`src/rtl/serial_rx_if.sv`:
```
// rtl/serial_rx_if.sv - received-word handshake and status bundle for serial_rx
interface serial_rx_if #(
    parameter int DATA_BITS = 8
);
    logic [DATA_BITS-1:0] data_out;
    logic                 data_valid;
    logic                 data_ready;
    logic                 frame_err;
    logic                 overrun;

    modport master (
        output data_out,
        output data_valid,
        input  data_ready,
        output frame_err,
        output overrun
    );

    modport slave (
        input  data_out,
        input  data_valid,
        output data_ready,
        input  frame_err,
        input  overrun
    );
endinterface

```
`src/rtl/serial_rx.sv`:
```
// rtl/serial_rx.sv - asynchronous-serial receiver with one-entry holding register
module serial_rx #(
    parameter int CLKS_PER_BIT = 10,
    parameter int DATA_BITS    = 8
) (
    input  logic         clk,
    input  logic         rst_n,
    input  logic         rx_in,
    serial_rx_if.master  rx_if
);
    localparam int CW = $clog2(CLKS_PER_BIT);
    localparam int BW = $clog2(DATA_BITS);
    localparam logic [CW-1:0] CNT_HALF = CW'(CLKS_PER_BIT / 2 - 1);
    localparam logic [CW-1:0] CNT_FULL = CW'(CLKS_PER_BIT - 1);
    localparam logic [BW-1:0] LAST_BIT = BW'(DATA_BITS - 1);

    typedef enum logic [2:0] {IDLE, START, DATA, STOP, BREAK} state_t;

    logic                 sync1_q, sync1_d;
    logic                 rxs_q, rxs_d;
    state_t               state_q, state_d;
    logic [CW-1:0]        cnt_q, cnt_d;
    logic [BW-1:0]        bit_cnt_q, bit_cnt_d;
    logic [DATA_BITS-1:0] shift_q, shift_d;
    logic [DATA_BITS-1:0] data_q, data_d;
    logic                 valid_q, valid_d;
    logic                 ferr_q, ferr_d;
    logic                 ovr_q, ovr_d;
    logic                 word_done;

    always_comb begin
        sync1_d   = rx_in;
        rxs_d     = sync1_q;
        state_d   = state_q;
        cnt_d     = cnt_q;
        bit_cnt_d = bit_cnt_q;
        shift_d   = shift_q;
        data_d    = data_q;
        valid_d   = valid_q;
        ferr_d    = 1'b0;
        ovr_d     = ovr_q;
        word_done = 1'b0;

        case (state_q)
            IDLE: begin
                cnt_d = '0;
                if (!rxs_q) state_d = START;
            end
            START: begin
                if (cnt_q == CNT_HALF) begin
                    cnt_d     = '0;
                    bit_cnt_d = '0;
                    state_d   = rxs_q ? IDLE : DATA;
                end else begin
                    cnt_d = cnt_q + 1'b1;
                end
            end
            DATA: begin
                if (cnt_q == CNT_FULL) begin
                    cnt_d = '0;
                    // Right-shift in at the MSB so the first bit lands in bit 0.
                    shift_d = {rxs_q, shift_q[DATA_BITS-1:1]};
                    if (bit_cnt_q == LAST_BIT) begin
                        bit_cnt_d = '0;
                        state_d   = STOP;
                    end else begin
                        bit_cnt_d = bit_cnt_q + 1'b1;
                    end
                end else begin
                    cnt_d = cnt_q + 1'b1;
                end
            end
            STOP: begin
                if (cnt_q == CNT_FULL) begin
                    cnt_d = '0;
                    if (rxs_q) begin
                        word_done = 1'b1;
                        state_d   = IDLE;
                    end else begin
                        ferr_d  = 1'b1;
                        state_d = BREAK;
                    end
                end else begin
                    cnt_d = cnt_q + 1'b1;
                end
            end
            BREAK: begin
                cnt_d = '0;
                if (rxs_q) state_d = IDLE;
            end
            default: begin
                cnt_d   = '0;
                state_d = IDLE;
            end
        endcase

        // A consumer handshake on the completion edge frees the slot for the new word.
        if (word_done) begin
            if (!valid_q || rx_if.data_ready) begin
                data_d  = shift_q;
                valid_d = 1'b1;
            end else begin
                ovr_d = 1'b1;
            end
        end else if (valid_q && rx_if.data_ready) begin
            valid_d = 1'b0;
        end
    end

    always_ff @(posedge clk or negedge rst_n) begin
        if (!rst_n) begin
            sync1_q   <= 1'b1;
            rxs_q     <= 1'b1;
            state_q   <= IDLE;
            cnt_q     <= '0;
            bit_cnt_q <= '0;
            shift_q   <= '0;
            data_q    <= '0;
            valid_q   <= 1'b0;
            ferr_q    <= 1'b0;
            ovr_q     <= 1'b0;
        end else begin
            sync1_q   <= sync1_d;
            rxs_q     <= rxs_d;
            state_q   <= state_d;
            cnt_q     <= cnt_d;
            bit_cnt_q <= bit_cnt_d;
            shift_q   <= shift_d;
            data_q    <= data_d;
            valid_q   <= valid_d;
            ferr_q    <= ferr_d;
            ovr_q     <= ovr_d;
        end
    end

    assign rx_if.data_out   = data_q;
    assign rx_if.data_valid = valid_q;
    assign rx_if.frame_err  = ferr_q;
    assign rx_if.overrun    = ovr_q;
endmodule

```
`src/flat_wrapper.sv`:
```
// flat-port wrapper written by rule: the top's interface ports become plain ports
module serial_rx_flat 
#(
    parameter int CLKS_PER_BIT = 10,
    parameter int DATA_BITS    = 8
)
  (clk, rst_n, rx_in, rx_if_data_out, rx_if_data_valid, rx_if_data_ready, rx_if_frame_err, rx_if_overrun);
  serial_rx_if #(.DATA_BITS(DATA_BITS)) rx_if_i ();
  input  logic clk;
  input  logic rst_n;
  input  logic rx_in;
  output wire logic [$bits(rx_if_i.data_out)-1:0] rx_if_data_out;
  output wire logic [$bits(rx_if_i.data_valid)-1:0] rx_if_data_valid;
  input wire logic [$bits(rx_if_i.data_ready)-1:0] rx_if_data_ready;
  output wire logic [$bits(rx_if_i.frame_err)-1:0] rx_if_frame_err;
  output wire logic [$bits(rx_if_i.overrun)-1:0] rx_if_overrun;
  assign rx_if_data_out = rx_if_i.data_out;
  assign rx_if_data_valid = rx_if_i.data_valid;
  assign rx_if_i.data_ready = rx_if_data_ready;
  assign rx_if_frame_err = rx_if_i.frame_err;
  assign rx_if_overrun = rx_if_i.overrun;
  serial_rx #(.CLKS_PER_BIT(CLKS_PER_BIT), .DATA_BITS(DATA_BITS)) u_core (.clk(clk), .rst_n(rst_n), .rx_in(rx_in), .rx_if(rx_if_i));
endmodule
```
`config.mk`:
```
export PLATFORM = sky130hd
export DESIGN_NAME = serial_rx_flat
export DESIGN_NICKNAME = d
export VERILOG_FILES = /design/src/rtl/serial_rx_if.sv /design/src/rtl/serial_rx.sv /design/src/flat_wrapper.sv
export SDC_FILE = /design/constraint.sdc
export NUM_CORES = 1
export LEC_CHECK = 0
export ABC_AREA = 1
export CORE_ASPECT_RATIO = 1.4
export CORE_MARGIN = 2
export CORE_UTILIZATION = 54
export CTS_BUF_LIST = sky130_fd_sc_hd__clkbuf_16
export CTS_CLUSTER_DIAMETER = 150
export DETAILED_ROUTE_END_ITERATION = 7
export GPL_ROUTABILITY_DRIVEN = 0
export PLACE_DENSITY = 0.75
export SLEW_MARGIN = 20
export SYNTH_ARGS = -nofsm -noshare
export SYNTH_HDL_FRONTEND = slang
export SYNTH_SLANG_ARGS = --single-unit
```
`constraint.sdc`:
```
create_clock -name clk -period 1.6 [get_ports clk]
set_input_delay 0.32 -clock clk [delete_from_list [all_inputs] [get_ports clk]]
set_output_delay 0.32 -clock clk [all_outputs]
set_load 0.02 [all_outputs]
```
==> impl_metrics.env <==
export IMPL_syn_inst=156
export IMPL_synth_area_leader_cell="dfrtp_1"
export IMPL_hp_class="reg2reg"
export IMPL_timing_rr_start="u_core.cnt_q[1]$_DFF_PN0_"
export IMPL_fp_dieH_um=64.5
export IMPL_io_pins=15
export IMPL_ys_seq_area_share_pct=55.1
export IMPL_clk_insertion_delay_late_ns=0.27
export IMPL_rsz0062_at_grt="yes"
export IMPL_synthTopCellsByArea="dfrtp_1, nand2_1, nor2_1, ha_1, inv_1"
export IMPL_avgSynthCellArea_um2=9.05
export IMPL_p_sw_uw=807
export IMPL_power_density_nw_per_um2=1310
export IMPL_final_core_util_pct=77.1
export IMPL_p_clk_share_pct=35.2
export IMPL_cpPeakStageDelay_ns=0.38
export IMPL_regArea_um2=779
export IMPL_synth_seq_cells=31
export IMPL_async_reset_ff_share_pct=100
export IMPL_r2r_cells=10
export IMPL_min_from="u_core.rxs_d$_DFF_PN1_"
export IMPL_r2r_end="u_core.state_q[1]$_DFFE_PN0P_"
export IMPL_fin_crit_sh_pct=100
export IMPL_finalHoldViolations=0
export IMPL_tightest_slew_ns=0.357
export IMPL_grt_usage_pct=20.4
export IMPL_netlist_area_um2=1410
export IMPL_areaGrowthSynthToFinish_pct=33.5
export IMPL_design_core_area_um2=2440
export IMPL_grt_pass1_wl_um=4420
export IMPL_fin_area_um2=1880
export IMPL_startpoint_type="flip-flop"
export IMPL_htreeDepth=2
export IMPL_dp_hpwl_um=1770
export IMPL_die_w_um=47.2
export IMPL_finalNetCount=193
export IMPL_status="complete, but fails checks"
export IMPL_via_per_inst=5.19
export IMPL_path_class="reg2reg"
export IMPL_final_setup_viol_count=1
export IMPL_antenna_found_initial=0
export IMPL_clkTransAtPathRegs_ns=0.05
export IMPL_fin_cells=218
export IMPL_p_int_mw=1.65
export IMPL_synth_edf_count=0
export IMPL_critPathMostFrequentCell="nand2_1"
export IMPL_grt_pass1_vias=1092
export IMPL_cp_end_kind="flip-flop"
export IMPL_totalWireLength_um=2940
export IMPL_postLayoutSetupSlackWorst_ns=-0.00254
export IMPL_start_util_pct=57.8
export IMPL_globalRouteOverflowTotal=0
export IMPL_synth_most_common_cell="nand2_1"
export IMPL_clock_skew_ns=0.00477
export IMPL_root_buffer="clkbuf_16"
export IMPL_drive_above_1_share_pct=22.8
export IMPL_die_area_um2=3040
export IMPL_slew_viol_final=0
export IMPL_synth_top_area_share_pct=51.4
export IMPL_endpoint="u_core.state_q[1]$_DFFE_PN0P_"
export IMPL_num_fill_cells=165
export IMPL_crit_start="u_core.cnt_q[1]$_DFF_PN0_"
export IMPL_reg2reg_slack_ns=-0.003
export IMPL_synth_cell_type_count=23
export IMPL_arrival_ns=1.77
export IMPL_peakVddDrop_mv=1.34
export IMPL_synth_warnings=0
export IMPL_drt_iter0_drc=30
export IMPL_crit_buf_inv=2
export IMPL_num_antenna_cells=0
export IMPL_crit_family="simple AND/OR/NAND/NOR gates"
export IMPL_finalWorstPathRequiredPeriod_ns=1.60
export IMPL_synthTopCellsByCount="nand2_1, dfrtp_1, nor2_1"
export IMPL_fin_hold_ws_ns=0.358
export IMPL_slew_headroom_pct=76.1
export IMPL_p_leak_nw=0.923
export IMPL_crit_chain="inv_2 > ha_4 > nand2_4 > nor2_4 > buf_4 > nor2_1 > nor2_2 > nand2_1 > nand2_1 > nand2_1"
export IMPL_combPwrFrac_pct=24.5
export IMPL_fin_total_pwr_mw=2.46
export IMPL_detail_route_antenna_nets=0
export IMPL_cp_depth=10
export IMPL_via_count=1132
export IMPL_slowest_stage="dfrtp_1"
export IMPL_place_area_um2=1630
export IMPL_port_buffers=14
export IMPL_numCtsBuffers=5
export IMPL_cts_tree="yes"
export IMPL_cp_required_ns=1.76
export IMPL_dr_pass1_iters=4
export IMPL_grt_max_degree=32
export IMPL_seq_power_share_pct=40.3
export IMPL_ctsLongestPathBuffers=2
export IMPL_rows=21
export IMPL_worstPathMaxFanout=6
export IMPL_p_sw_share_pct=32.8
export IMPL_multi_input_area_um2=599
export IMPL_cts_sinks=31
export IMPL_timing_fmax_mhz=624
export IMPL_post_route_drc_count=0
export IMPL_violations="setup timing"
export IMPL_synth_nets=166
export IMPL_synth_flop_cell="dfrtp_1"
export IMPL_dp_cells=205
export IMPL_wl_per_cell_um=13.5
export IMPL_cap_violations=0
-- registers in the layout, indices dropped and copies added (netlist names) --
| name | flops |
|---|---|
| u_core.shift_q | 8 |
| u_core.rx_if.data_valid | 1 |
| u_core.rx_if.frame_err | 1 |
| u_core.rx_if.overrun | 1 |
| u_core.cnt_q | 4 |
| u_core.rx_if.data_out | 8 |
| u_core.rxs_d | 1 |
| u_core.state_q | 3 |
| u_core.bit_cnt_q | 3 |
| u_core.rxs_q | 1 |
-- worst min path at each step --
stage	slack, ns	to	cells after the start
floorplan	0.02	u_core.bit_cnt_q[0]$_DFFE_PN0P_	0
global placement	0.35	u_core.rxs_q$_DFF_PN1_	0
detailed placement	0.35	u_core.rxs_q$_DFF_PN1_	0
CTS	0.36	u_core.rxs_q$_DFF_PN1_	0
global route	0.36	u_core.rxs_q$_DFF_PN1_	0
finish	0.36	u_core.rxs_q$_DFF_PN1_	0
-- final cells by class --
type,instances,share of cell area (%)
flip-flops and latches,31,41.4
inverters,20,3.98
repair buffers,23,13.3
well taps,34,2.26
multi-input cells,102,31.8
clock buffers,5,6.64
clock inverters,3,0.598
-- worst register-to-register path: stages (launching register included) --
cell and delay, ns:
dfrtp_1 0.38, inv_2 0.08, ha_4 0.14, nand2_4 0.06
nor2_4 0.18, buf_4 0.15, nor2_1 0.06, nor2_2 0.22
nand2_1 0.12, nand2_1 0.07, nand2_1 0.05
-- layout by cell type, fill, tap and decap left out --
master,n
ha_4,1
dfrtp_2,1
nand2_4,2
a21oi_1,3
buf_12,2
nand3_1,8
dfrtp_1,28
nand4_1,1
a21o_1,1
o21ai_1,2
nand2_2,9
clkbuf_16,6
xnor2_1,1
o21ai_2,6
buf_6,1
o21ai_0,7
ha_1,5
o22ai_1,1
clkinv_1,2
a31o_2,1
inv_2,1
dfstp_2,2
nor2_1,21
nor2_4,1
nand2_1,27
clkdlybuf4s50_1,14
nor3_4,1
buf_4,4
xor2_1,1
buf_2,1
nor2_2,1
nand3_2,2
inv_1,20
-- per-stage QoR --
step	setup TNS, ns	setup WS, ns
after floorplan	0	0.101
after global placement	0	0.150
after detailed placement	0	0.0568
after CTS	0	0.0200
after global routing	-1.06	-0.108
final	-0.00254	-0.00254
-- repair_timing --
item	4_1_cts	5_1_grt
hold buffers	0	0
buffers inserted	0	3
setup endpoints to repair	0	19
gates resized for setup	0	26
hold endpoints to repair	0	0
-- power groups by stage --
stage	Combinational, mW	Sequential [mW]	Clock, mW
after floorplan	0.404	0.963	0
after global placement	0.518	0.984	0
after detailed placement	0.534	0.988	0
after CTS	0.542	0.976	0.877
after global routing	0.695	1.00	0.914
final	0.603	0.992	0.867
-- cells by family after synthesis --
| group | after synthesis | share of synthesized area [%] |
|---|---|---|
| flip-flops | 31 | 55.1 |
| buffers and inverters | 23 | 6.83 |
| XOR/XNOR | 2 | 1.24 |
| AND/OR/NAND/NOR | 73 | 23.0 |
| adder cells (fa/ha/maj) | 6 | 5.32 |
| AO/OA/AOI/OAI | 21 | 8.51 |
-- per-layer routing --
metal | wire length [µm] | vias up | track usage [%]
met4 | 58 | 0 | 11.5
met5 | 0 | - | 0
met3 | 97 | 6 | 4.46
li1 | - | 546 | -
met1 | 1110 | 553 | 21.5
met2 | 1680 | 27 | 35.3
No activity file was read; power rests on OpenSTA's default activity.
